`config.mk`:
```
export PLATFORM = sky130hd
export DESIGN_NAME = mem_bridge_flat
export DESIGN_NICKNAME = d
export VERILOG_FILES = /design/src/rtl/mem_pkg.sv /design/src/rtl/mem_bridge_if.sv /design/src/rtl/load_extend.sv /design/src/rtl/mem_bridge.sv /design/src/flat_wrapper.sv
export SDC_FILE = /design/constraint.sdc
export NUM_CORES = 1
export LEC_CHECK = 0
export ABC_AREA = 1
export CAP_MARGIN = 20
export CORE_MARGIN = 4
export CORE_UTILIZATION = 25
export CTS_BUF_LIST = sky130_fd_sc_hd__clkbuf_16
export CTS_CLUSTER_DIAMETER = 200
export DETAILED_ROUTE_END_ITERATION = 10
export PLACE_DENSITY = 0.49
export SYNTH_ARGS = -nofsm -noshare
export SYNTH_HDL_FRONTEND = slang
export SYNTH_SLANG_ARGS = --single-unit
export TNS_END_PERCENT = 100
```
`constraint.sdc`:
```
create_clock -name clk -period 3.4 [get_ports clk]
set_clock_uncertainty 0.05 [all_clocks]
set_input_delay 0.68 -clock clk [delete_from_list [all_inputs] [get_ports clk]]
set_output_delay 0.68 -clock clk [all_outputs]
set_load 0.005 [all_outputs]
```
`src/rtl/mem_pkg.sv`:
```
// Shared types and helpers for the memory bridge: FSM states, one-hot
// size encodings and the byte-count decode used by both load and store paths.
package mem_pkg;

    typedef enum logic [1:0] {
        IDLE = 2'd0,
        WR   = 2'd1,
        RD   = 2'd2,
        DONE = 2'd3
    } state_e;

    localparam logic [3:0] SZ_LB  = 4'b1000;
    localparam logic [3:0] SZ_LBU = 4'b0100;
    localparam logic [3:0] SZ_LH  = 4'b0010;
    localparam logic [3:0] SZ_LHU = 4'b0001;
    localparam logic [3:0] SZ_W   = 4'b0000;

    // Number of SRAM bytes touched by a request; anything that is not a clean
    // one-hot byte/half code falls back to a full word.
    function automatic logic [2:0] byte_count(input logic [3:0] mem_size);
        logic [2:0] n;
        case (mem_size)
            SZ_LB, SZ_LBU: n = 3'd1;
            SZ_LH, SZ_LHU: n = 3'd2;
            default:       n = 3'd4;
        endcase
        return n;
    endfunction

endpackage

```
`src/rtl/mem_bridge_if.sv`:
```
// CPU-side request/response bundle between the control sequencer (master)
// and the memory bridge (slave).
interface mem_bridge_if;

    logic [31:0] addr;
    logic [31:0] bus;
    logic [31:0] bus_out;
    logic        bus_drive;
    logic        mem_read;
    logic        mem_write;
    logic [3:0]  mem_size;
    logic        mem_addr_ready;
    logic        mem_data_ready;
    logic        busy;

    modport master (
        output addr, bus, mem_read, mem_write, mem_size, mem_addr_ready,
        input  bus_out, bus_drive, mem_data_ready, busy
    );

    modport slave (
        input  addr, bus, mem_read, mem_write, mem_size, mem_addr_ready,
        output bus_out, bus_drive, mem_data_ready, busy
    );

endinterface

```
`src/rtl/load_extend.sv`:
```
// Turns the raw little-endian word collected from the SRAM into the value the
// CPU expects for the requested load width, applying sign or zero extension.
module load_extend
    import mem_pkg::*;
(
    input  logic [31:0] raw_i,
    input  logic [3:0]  mem_size_i,
    output logic [31:0] result_o
);

    // Pick the extension rule from the one-hot size code; words pass through.
    always_comb begin
        result_o = raw_i;
        case (mem_size_i)
            SZ_LB:   result_o = {{24{raw_i[7]}}, raw_i[7:0]};
            SZ_LBU:  result_o = {24'd0, raw_i[7:0]};
            SZ_LH:   result_o = {{16{raw_i[15]}}, raw_i[15:0]};
            SZ_LHU:  result_o = {16'd0, raw_i[15:0]};
            default: result_o = raw_i;
        endcase
    end

endmodule

```
`src/rtl/mem_bridge.sv`:
```
// Bridge from 32-bit CPU loads/stores to byte-serial accesses on an 8-bit
// asynchronous-read SRAM. Stores are posted into a one-entry buffer and
// drained before any further read is started, which keeps read-after-write
// ordering without a forwarding path.
module mem_bridge
    import mem_pkg::*;
#(
    parameter int ADDR_W = 19
) (
    input  logic              clk,
    input  logic              reset,
    mem_bridge_if.slave       cpu,
    output logic [ADDR_W-1:0] sram_addr,
    input  logic [7:0]        sram_dout,
    output logic [7:0]        sram_din,
    output logic              sram_we,
    output logic              sram_oe
);

    state_e            state_q, state_d;
    logic [1:0]        k_q, k_d;

    logic              wbValid_q, wbValid_d;
    logic [ADDR_W-1:0] wbAddr_q, wbAddr_d;
    logic [31:0]       wbData_q, wbData_d;
    logic [2:0]        wbN_q, wbN_d;

    logic [ADDR_W-1:0] rdAddr_q, rdAddr_d;
    logic [3:0]        rdSize_q, rdSize_d;
    logic [31:0]       rdBuf_q, rdBuf_d;
    logic [31:0]       busOut_q, busOut_d;

    logic [2:0]        rdN;
    logic              lastRd;
    logic              lastWr;
    logic [31:0]       extResult;
    logic              unusedAddrHi;

    assign unusedAddrHi = ^cpu.addr[31:ADDR_W];

    assign rdN    = byte_count(rdSize_q);
    assign lastRd = ({1'b0, k_q} == (rdN - 3'd1));
    assign lastWr = ({1'b0, k_q} == (wbN_q - 3'd1));

    load_extend uExtend (
        .raw_i      (rdBuf_q),
        .mem_size_i (rdSize_q),
        .result_o   (extResult)
    );

    assign cpu.busy    = (state_q != IDLE) || wbValid_q;
    assign cpu.bus_out = (state_q == DONE) ? extResult : busOut_q;

    // Register all bridge state; reset abandons any transfer in flight.
    always_ff @(posedge clk) begin
        if (!reset) begin
            state_q   <= IDLE;
            k_q       <= '0;
            wbValid_q <= 1'b0;
            wbAddr_q  <= '0;
            wbData_q  <= '0;
            wbN_q     <= '0;
            rdAddr_q  <= '0;
            rdSize_q  <= '0;
            rdBuf_q   <= '0;
            busOut_q  <= '0;
        end else begin
            state_q   <= state_d;
            k_q       <= k_d;
            wbValid_q <= wbValid_d;
            wbAddr_q  <= wbAddr_d;
            wbData_q  <= wbData_d;
            wbN_q     <= wbN_d;
            rdAddr_q  <= rdAddr_d;
            rdSize_q  <= rdSize_d;
            rdBuf_q   <= rdBuf_d;
            busOut_q  <= busOut_d;
        end
    end

    // Next-state and SRAM/CPU strobes: write capture runs in every state,
    // then the FSM walks one byte per cycle through the active transfer.
    always_comb begin
        state_d            = state_q;
        k_d                = k_q;
        wbValid_d          = wbValid_q;
        wbAddr_d           = wbAddr_q;
        wbData_d           = wbData_q;
        wbN_d              = wbN_q;
        rdAddr_d           = rdAddr_q;
        rdSize_d           = rdSize_q;
        rdBuf_d            = rdBuf_q;
        busOut_d           = busOut_q;
        sram_addr          = '0;
        sram_din           = '0;
        sram_we            = 1'b0;
        sram_oe            = 1'b0;
        cpu.mem_data_ready = 1'b0;
        cpu.bus_drive      = 1'b0;

        if (cpu.mem_write && !wbValid_q) begin
            wbValid_d = 1'b1;
            wbAddr_d  = cpu.addr[ADDR_W-1:0];
            wbData_d  = cpu.bus;
            wbN_d     = byte_count(cpu.mem_size);
        end

        case (state_q)
            IDLE: begin
                if (wbValid_q || cpu.mem_write) begin
                    state_d = WR;
                    k_d     = '0;
                end else if (cpu.mem_read && cpu.mem_addr_ready) begin
                    rdAddr_d = cpu.addr[ADDR_W-1:0];
                    rdSize_d = cpu.mem_size;
                    state_d  = RD;
                    k_d      = '0;
                end
            end
            WR: begin
                sram_addr = wbAddr_q + ADDR_W'(k_q);
                sram_din  = wbData_q[{k_q, 3'b000} +: 8];
                sram_we   = 1'b1;
                if (lastWr) begin
                    wbValid_d = 1'b0;
                    state_d   = IDLE;
                    k_d       = '0;
                end else begin
                    k_d = k_q + 2'd1;
                end
            end
            RD: begin
                sram_addr = rdAddr_q + ADDR_W'(k_q);
                sram_oe   = 1'b1;
                rdBuf_d[{k_q, 3'b000} +: 8] = sram_dout;
                if (lastRd) begin
                    state_d = DONE;
                    k_d     = '0;
                end else begin
                    k_d = k_q + 2'd1;
                end
            end
            DONE: begin
                cpu.mem_data_ready = 1'b1;
                cpu.bus_drive      = 1'b1;
                busOut_d           = extResult;
                state_d            = IDLE;
            end
            default: begin
                state_d = IDLE;
            end
        endcase
    end

endmodule

```
`src/flat_wrapper.sv`:
```
// flat-port wrapper written by rule: the top's interface ports become plain ports
module mem_bridge_flat import mem_pkg::*;
#(
    parameter int ADDR_W = 19
)
  (clk, reset, sram_addr, sram_dout, sram_din, sram_we, sram_oe, cpu_addr, cpu_bus, cpu_mem_read, cpu_mem_write, cpu_mem_size, cpu_mem_addr_ready, cpu_bus_out, cpu_bus_drive, cpu_mem_data_ready, cpu_busy);
  mem_bridge_if cpu_i ();
  input  logic clk;
  input  logic reset;
  output logic [ADDR_W-1:0] sram_addr;
  input  logic [7:0] sram_dout;
  output logic [7:0] sram_din;
  output logic sram_we;
  output logic sram_oe;
  input wire logic [$bits(cpu_i.addr)-1:0] cpu_addr;
  input wire logic [$bits(cpu_i.bus)-1:0] cpu_bus;
  input wire logic [$bits(cpu_i.mem_read)-1:0] cpu_mem_read;
  input wire logic [$bits(cpu_i.mem_write)-1:0] cpu_mem_write;
  input wire logic [$bits(cpu_i.mem_size)-1:0] cpu_mem_size;
  input wire logic [$bits(cpu_i.mem_addr_ready)-1:0] cpu_mem_addr_ready;
  output wire logic [$bits(cpu_i.bus_out)-1:0] cpu_bus_out;
  output wire logic [$bits(cpu_i.bus_drive)-1:0] cpu_bus_drive;
  output wire logic [$bits(cpu_i.mem_data_ready)-1:0] cpu_mem_data_ready;
  output wire logic [$bits(cpu_i.busy)-1:0] cpu_busy;
  assign cpu_i.addr = cpu_addr;
  assign cpu_i.bus = cpu_bus;
  assign cpu_i.mem_read = cpu_mem_read;
  assign cpu_i.mem_write = cpu_mem_write;
  assign cpu_i.mem_size = cpu_mem_size;
  assign cpu_i.mem_addr_ready = cpu_mem_addr_ready;
  assign cpu_bus_out = cpu_i.bus_out;
  assign cpu_bus_drive = cpu_i.bus_drive;
  assign cpu_mem_data_ready = cpu_i.mem_data_ready;
  assign cpu_busy = cpu_i.busy;
  mem_bridge #(.ADDR_W(ADDR_W)) u_core (.clk(clk), .reset(reset), .cpu(cpu_i), .sram_addr(sram_addr), .sram_dout(sram_dout), .sram_din(sram_din), .sram_we(sram_we), .sram_oe(sram_oe));
endmodule
```
== After elaboration in Yosys (flattened, before gate mapping) ==
Cells that the tools add are included.

* Bits in registers: 146

* Add/sub/neg operators: 6
* Equality and inequality tests: 16
* Shifts and indexed selects: 3
* Mux-type cells: 23
* Bitwise operators: 1
* Reduce and logical (&&, ||, !) cells: 15

{| class="wikitable"
|+ Operator list
! kind !! count
|-
| one-hot mux 32 bit (4 select lines) || 1
|-
| adder 19 x 2 -> 19 bit || 2
|-
| one-hot mux 19 bit (2 select lines) || 1
|-
| bitwise mux 32 bit || 1
|-
| two-way mux 32 bit || 1
|-
| variable shift 8 x 7 -> 32 bit (first input constant) || 1
|-
| variable part select 32 x 6 -> 8 bit || 1
|-
| variable part select 8 x 7 -> 32 bit || 1
|-
| two-way mux 2 bit || 8
|-
| one-hot mux 3 bit (2 select lines) || 2
|-
| equality test 4 x 1 -> 1 bit (second input constant) || 2
|-
| equality test 4 x 2 -> 1 bit (second input constant) || 2
|-
| equality test 4 x 3 -> 1 bit (second input constant) || 2
|-
| equality test 4 bit (second input constant) || 2
|-
| two-way mux 8 bit || 1
|-
| one-hot mux 2 bit (4 select lines) || 1
|-
| OR reduction 2 bit || 4
|-
| negator 5 -> 7 bit || 1
|-
| equality test 2 x 3 -> 1 bit || 2
|-
| two-way mux 1 bit || 6
|-
| one-hot mux 2 bit (3 select lines) || 1
|-
| AND reduction 3 bit || 2
|-
| subtractor 3 x 1 -> 3 bit (second input constant) || 2
|-
| equality test 2 bit (second input constant) || 2
|-
| 12 further kinds || 15
|}

== Depth between registers and ports, before layout ==
* Depth in word-level cells: 7
* Mapped depth: 15
* Mapped depth without buffers: 15

== Hierarchy ==
From an unflattened synthesis, not the netlist that was laid out.

* Cells, all modules: 1018
* Area total of the unflattened synthesis: 7071.8 µm²

{| class="wikitable"
|+ By module, submodules not included
! module !! instances !! cells each !! area an instance (µm²)
|-
| mem_bridge || 1 || 940 || 6672.6
|-
| load_extend || 1 || 78 || 399.1
|}

== Least setup slack after synthesis ==
Ideal clock, no wire load.

* Path kind: reg2out
* Start: register u_core.state_q[0]
* End: output sram_addr[14]
* Arrival: 2068 ps
* Path slack: 602 ps
* Cell stages (with the launch flop): 13
* Path buffers: 1
* Cells stage by stage: dfxtp_1 > inv_1 > ha_1 > inv_1 > o21ai_0 > ha_1 > fa_1 > buf_12 > nand2_1 > inv_1 > nand2_1 > nor2_1 > nor3b_2

* Cells in the longest elaborated chain, start to end: 2
* Elaborated cells between the ends (all ways): 3
* Those cells by class: eq/ne: 2; mux: 1

{| class="wikitable"
|+ RTL lines
! item !! line !! RTL
|-
| start, declared || mem_bridge.sv:20 || <nowiki>state_e state_q, state_d;</nowiki>
|-
| start signal, assigned || mem_bridge.sv:68 || <nowiki>state_q <= state_d;</nowiki>
|-
| equality test 2 bit / equality test 2 x 1 -> 1 bit (equally long branches) || mem_bridge.sv:108 || <nowiki>case (state_q)</nowiki>
|-
| one-hot mux 19 bit (2 select lines) (*) || mem_bridge.sv:108 ||
|-
| end, declared || flat_wrapper.sv:10 || <nowiki>output logic [ADDR_W-1:0] sram_addr;</nowiki>
|}

Every way passes the cells marked *; elsewhere a longest branch is shown, timed or not.

== Worst setup path after layout ==
* Start: register u_core.rdSize_q[3]
* End: output cpu_bus_out[13]

* Cells in the longest elaborated chain, start to end: 3
* Elaborated cells between the ends (all ways): 6
* Those cells by class: eq/ne: 4; mux: 2

{| class="wikitable"
|+ RTL lines
! item !! line !! RTL
|-
| start, declared || mem_bridge.sv:29 || <nowiki>logic [3:0] rdSize_q, rdSize_d;</nowiki>
|-
| start signal, assigned || mem_bridge.sv:75 || <nowiki>rdSize_q <= rdSize_d;</nowiki>
|-
| equality test 4 x 1 -> 1 bit, or another cell as far along || load_extend.sv:14 || <nowiki>case (mem_size_i)</nowiki>
|-
| one-hot mux 32 bit (4 select lines) (*) || load_extend.sv:14 ||
|-
| two-way mux 32 bit (*) || mem_bridge.sv:52 || <nowiki>assign cpu.bus_out = (state_q == DONE) ? extResult : busOut_q;</nowiki>
|-
| end, declared || flat_wrapper.sv:21 || <nowiki>output wire logic [$bits(cpu_i.bus_out)-1:0] cpu_bus_out;</nowiki>
|}

Marks and branches as above.

==> flow_summary.json <==
{
  "run_status": "completed",
  "seqPwrFrac": 0.344,
  "drv_cap": 0,
  "cts_tree": "yes",
  "synth.most_common_cell": "nand2_1",
  "rr_worst_depth": 7,
  "antenna_cells": 0,
  "cts_max_path_buffers": 2,
  "clkSinkCount": 146,
  "syn-cell-area_um2": 6969,
  "muxShareOfSynthArea": 0,
  "pwr-share-comb": 0.306,
  "yosysWarnings": 0,
  "dp_hpwl_um": 14830,
  "synth_top_family_by_area": "simple AND/OR/NAND/NOR gates",
  "worstSetupEndpointType": "primary output",
  "drt_iter0_drc": 395,
  "ant_nets": 0,
  "yosysSeqAreaShare": 0.4194,
  "power_frac_clock": 0.351,
  "synth-edff-count": 0,
  "cp_max_fo": 8,
  "criticalPathCategory": "register to primary output",
  "numCtsBuffers": 17,
  "syn-num-nets": 1085,
  "htreeDepth": 4,
  "fin_nets": 1233,
  "ys_async_sr_fraction": 0,
  "grt_pass1_vias": 6496,
  "synth_top_area_frac": 0.4194,
  "min_period_ns": 3.324,
  "grt_max_degree": 69,
  "place_congestion": 0.8101,
  "start_kind": "register",
  "n_fill_cell": 2938,
  "first_pass_iters": 5,
  "ys_top_cells_by_count": "nand2_1, nor2_1, dfxtp_1",
  "min_path_cells": 2,
  "cts-root-buf": "clkbuf_16",
  "period_share": 0.9775,
  "pin_count": 145,
  "synth_top_area_cell": "dfxtp_1",
  "grt_overflow": 0,
  "grt_util_all_layers": 0.1392,
  "antenna_found_initial": 2,
  "p_int_mw": 3.653,
  "ys_types": 41,
  "netlist_top_cells_area": "dfxtp_1, nand2_1, nor2_1",
  "drive_above_1_share": 0.1581,
  "viasPerCell": 4.433,
  "p_leak_nw": 4.368,
  "path_clk_slew_ns": 0.06,
  "hold_viol_final": 0,
  "area.growth.synth_to_final_pct": 40.68,
  "syn_area_per_cell_um2": 7.040,
  "synth_seq_cells": 146,
  "worst_pin_slew_ns": 0.6192,
  "syn_inst": 990,
  "die_h_um": 175.0,
  "drv_slew": 0,
  "finalWirelength_um": 21780,
  "drc": 0,
  "synth_compound_area_frac": 0.1847,
  "setup-violations-final": 0,
  "critPathArrivalTime_ns": 2.59,
  "power.share.switching": 0.3357,
  "port_buffers": 131,
  "synth_xor_area_frac": 0.006284,
  "vias": 6751,
  "rsz0062_at_grt": "true",
  "multi_input_area_um2": 3615,
  "start_util": 0.2564,
  "synthAdderAreaFrac": 0.02621,
  "wl_per_cell_um": 14.30,
  "fin_setup_tns_ns": 0,
  "die-area_um2": 30610,
  "power_switching_mw": 1.846,
  "num_rows": 60,
  "utilization": 0.3608,
  "core_um2": 27180,
  "die_x_um": 175.0,
  "synthFlopType": "dfxtp_1",
  "max-slew-margin-rel": 0.5866,
  "synth-simple-area-share": 0.2659,
  "peakVddDrop_v": 0.0003128,
  "grt_pass1_wl_um": 34310,
  "p_per_area_nw_per_um2": 560.9,
  "regArea_um2": 2929,
  "hp-class": "register to register",
  "worst_skew_pair.late_latency_ns": 0.42,
  "required_ns": 2.67,
  "fmax_mhz": 300.9
}
path summary, 6_finish.rpt:
kind,to,slack [ns],startpoint
setup / recovery,cpu_bus_out[13],0.08,u_core.rdSize_q[3]
hold / removal,u_core.rdAddr_q[12],0.41,u_core.rdAddr_q[12]
setup reg to reg,u_core.rdBuf_q[6],0.98,u_core.k_q[0]
hold reg to reg,u_core.rdAddr_q[12],0.41,u_core.rdAddr_q[12]
metrics by stage:
stage                     total power [mW]  worst slack [ns]  cells  area [µm²]  hold slack, ns
after floorplan                      2.781            0.6021    990        6969          0.3745
after global placement               3.482        -0.0001912   1467        8706          0.3908
after detailed placement             3.487          -0.01836   1467        8706          0.3950
after CTS                            5.475           -0.1238   1509        9522          0.4058
after global routing                 5.838          -0.06684   1523        9804          0.4325
final                                5.499           0.07645   1523        9804          0.4064
power by group through the flow:
stage          combinational [mW]  sequential, mW  clock [mW]
2_1_floorplan               0.868            1.91           0
3_3_place_gp                 1.56            1.92           0
3_5_place_dp                 1.57            1.92           0
4_1_cts                      1.61            1.89        1.97
5_1_grt                      1.87            1.90        2.06
6_report                     1.68            1.89        1.93
worst max-delay path, stage by stage (launching register included):
cell	delay, ns
dfxtp_2	0.35
nor2_4	0.17
nand3_2	0.15
ha_4	0.19
inv_2	0.07
nand4_1	0.11
o21ai_1	0.17
inv_2	0.12
buf_12	0.15
nand2_1	0.06
o21ai_1	0.08
inv_1	0.07
clkdlybuf4s50_1	0.49
repair_timing:
item	4_1_cts	5_1_grt
resized for setup	53	55
hold endpoints to repair	0	0
cloned	1	2
endpoints found under the setup margin	34	39
pin swaps	9	18
hold buffers	0	0
setup buffers	9	12
state kept, by name (all words and copies together) (netlist names):
register	count
u_core.state_q	2
u_core.rdSize_q	4
u_core.rdBuf_q	32
u_core.wbN_q	3
u_core.k_q	2
u_core.busOut_q	32
u_core.wbValid_q	1
u_core.rdAddr_q	19
u_core.wbAddr_q	19
u_core.wbData_q	32
routing by layer:
metal | vias up | global-route usage | share of wire
met5 | - | 0 | 0.0011
met4 | 4 | 0.03764 | 0.011
met3 | 15 | 0.03354 | 0.043
met2 | 116 | 0.2226 | 0.46
met1 | 3146 | 0.1884 | 0.48
li1 | 3470 | - | -
placed cells by master, fill, tap and decap left out, drive strengths merged, types with 2 or more instances in the layout:
| cell type | instances |
|---|---|
| nand2 | 198 |
| nor2 | 182 |
| dfxtp | 146 |
| o21ai | 120 |
| inv | 114 |
| clkdlybuf4s50 | 99 |
| a21oi | 94 |
| buf | 48 |
| nand3 | 25 |
| clkbuf | 20 |
| dlygate4sd2 | 16 |
| o22ai | 16 |
| dlymetal6s2s | 13 |
| ha | 13 |
| nand4 | 9 |
| nor3 | 7 |
| a22oi | 6 |
| clkinv | 6 |
| xor2 | 4 |
| clkinvlp | 3 |
| nor4 | 2 |
| bufinv | 2 |
final cells by class:
class,count,area share
repair buffers,179,0.1813
well taps,372,0.04747
flip-flops and latches,146,0.2987
clock inverters,15,0.01774
multi-input cells,684,0.3687
clock buffers,17,0.04339
inverters,110,0.04262
cell families after synthesis:
| kind of cell | count (synthesis) |
|---|---|
| xor gates and xnor gates | 5 |
| AOI/OAI and AO/OA | 238 |
| adders and majority gates | 14 |
| buffers and inverters | 161 |
| DFF | 146 |
| and+or+nand+nor | 426 |
Note: power is estimated with default switching activity, not from simulation.
==> patch, RTL diff (same flow settings) <==
The 4 states of `state_e` get a one-hot encoding in 4 bits.
--- a/src/rtl/mem_pkg.sv
+++ b/src/rtl/mem_pkg.sv
@@ -2,11 +2,11 @@
 // size encodings and the byte-count decode used by both load and store paths.
 package mem_pkg;
 
-    typedef enum logic [1:0] {
-        IDLE = 2'd0,
-        WR   = 2'd1,
-        RD   = 2'd2,
-        DONE = 2'd3
+    typedef enum logic [3:0] {
+        IDLE = 4'b0001,
+        WR   = 4'b0010,
+        RD   = 4'b0100,
+        DONE = 4'b1000
     } state_e;
 
     localparam logic [3:0] SZ_LB  = 4'b1000;
Check against the original RTL: no difference found for any inputs over 4 cycles, from zero or initial values and one cycle with reset low; so few cycles prove little.
==> patch against the unedited design <==
Synthesized cell count rose by 6.6%. Synthesized area rose by 4.3%. Count of clock-buffer cells in the layout did not move. Design area fell by 0.34%. Utilization fell by 2.0 points. Cell count rose by 3.6%. Largest cell class unchanged. Wire length rose by 2.0%. Setup slack improved by 0.0049 ns. Critical path type unchanged. Die area rose by 4.1%. Via count rose by 4.0%. Sequential cell count rose by 2.
Power is not compared: it rests on default switching activity, and its combinational part moved more than twofold at a synthesized area within 25%.
==> patch: results (changes against the unedited design) <==
status - finished, final reports clean (unchanged)
pre-CTS WS - 0.1389 ns (was -0.01836 ns)
CP peak stage delay - 0.38 ns (was 0.49 ns)
Data arrival, critical path - 2.59 ns (about the same)
routed len/inst - 14.09 um (was 14.30 um)
first-pass GRT wire length - 34930 um (was 34310 um)
synth cell count leaders - 223 x nor2_1, 148 x dfxtp_1, 140 x nand2_1, 124 x o21ai_0, 95 x inv_1 (was 187 x nand2_1, 169 x nor2_1, 146 x dfxtp_1, 103 x o21ai_0, 98 x inv_1)
Synth Flop Type - dfxtp_1 (unchanged)
post-synth cell types - 44 (was 41)
gpl congestion - 0.8623 (was 0.8101)
worst slew pin tran - 0.9486 ns (was 0.6192 ns)
Syn Nets - 1146 (was 1085)
vias in the first global route - 6624 (was 6496)
Worst Path Max Fanout - 4 (was 8)
HPWL Detailed - 15070 um (was 14830 um)
largest net degree at the start of global routing - 100 (was 69)
Cell Pwr Density - 438.8 nW/um^2
Placed Area - 8882 sq um (was 8706 sq um)
Via-to-Cell Ratio - 4.451 (was 4.433)
DRT Pass-1 Iters - 4 (was 5)
top cells by area, synth - dfxtp_1 41%, nor2_1 12%, o21ai_0 8.5% (was dfxtp_1 42%, nand2_1 10%, nor2_1 9.1%)
layout cells sized above 1 - 0.1382 (was 0.1581)
Top Family by Delay on Critical Path - buffers and inverters (unchanged)
drt first-iter violations - 461 (was 395)
top flop regs - u_core.busOut_q x32, u_core.rdBuf_q x32, u_core.wbData_q x32 (unchanged)
nets - 1272 (was 1233)
Critical-path top delay cell - fa_2 (was clkdlybuf4s50_1)
## patch: changes by cell type after synthesis, sizes merged, moves of 6 or more
cell    delta
nand3     +29
o21ai      +9
and2       +8
nand4      +9
nand2     -39
nor2      +56
a22oi      -6
or2        +9
nand3b     +6
a21oi     -25
buf       +10
## patch: where the power goes
part           switching (mW)  leakage, nW  internal, mW
Combinational           0.342         2.93         0.214
Clock                   0.843        0.285          1.04
Sequential             0.0385         1.21          1.81
## patch: metrics by stage
step | std cells | setup TNS (ns)
3_5_place_dp | 1527 | 0
4_1_cts | 1563 | -1.396
6_report | 1578 | 0
3_3_place_gp | 1527 | 0
2_1_floorplan | 1055 | 0
5_1_grt | 1578 | -0.2056
## patch: tightest hold or removal path, delay by kind of cell, from the launching register on
family                 cells  cell delay [ns]
DFF                        1             0.29
buffers and inverters      1             0.06
AOI/OAI and AO/OA          1             0.06
## patch: kinds of logic (layout without fill, tap and decap cells)
group | Yosys count | count (layout) | share of synthesized area
adders and majority gates | 10 | 10 | 0.01825
buffers and inverters | 169 | 308 | 0.09743
xor gates and xnor gates | 5 | 5 | 0.006026
AOI/OAI and AO/OA | 223 | 223 | 0.1622
and+or+nand+nor | 500 | 500 | 0.3085
DFF | 148 | 148 | 0.4076
## patch: final timing paths
path | start | endpoint | slack, ns | cells after the start
max | u_core.state_q[0]$_SDFFE_PN1P_ | sram_addr[8] | 0.08 | 13
min | u_core.rdAddr_q[4]$_SDFFE_PN0P_ | u_core.rdAddr_q[4]$_SDFFE_PN0P_ | 0.41 | 2
max reg2reg | u_core.k_q[1]$_SDFFE_PN0P_ | u_core.rdBuf_q[18]$_SDFFE_PN0P_ | 0.59 | 8
min reg2reg | u_core.rdAddr_q[4]$_SDFFE_PN0P_ | u_core.rdAddr_q[4]$_SDFFE_PN0P_ | 0.41 | 2
## patch: timing repair
item,in CTS,in global routing
gates cloned,0,1
setup buffers,4,14
pin swaps,5,11
setup endpoints to repair,50,48
gates resized for setup,35,46
## patch: layout make-up
type	count	share of cell area
clock buffer	17	0.04354
multi-input combinational	738	0.3810
inverter	110	0.04328
clock inverter	15	0.01626
sequential	148	0.3044
timing repair buffer	166	0.1624
tap	384	0.04917
## patch: metal layers
metal / routed length [um] / track usage / share of wire
met1: 10840 / 0.1883 / 0.49
met4: 282 / 0.03678 / 0.013
met5: 22 / 0 / 0.00099
met3: 1071 / 0.03836 / 0.048
met2: 10010 / 0.2133 / 0.45
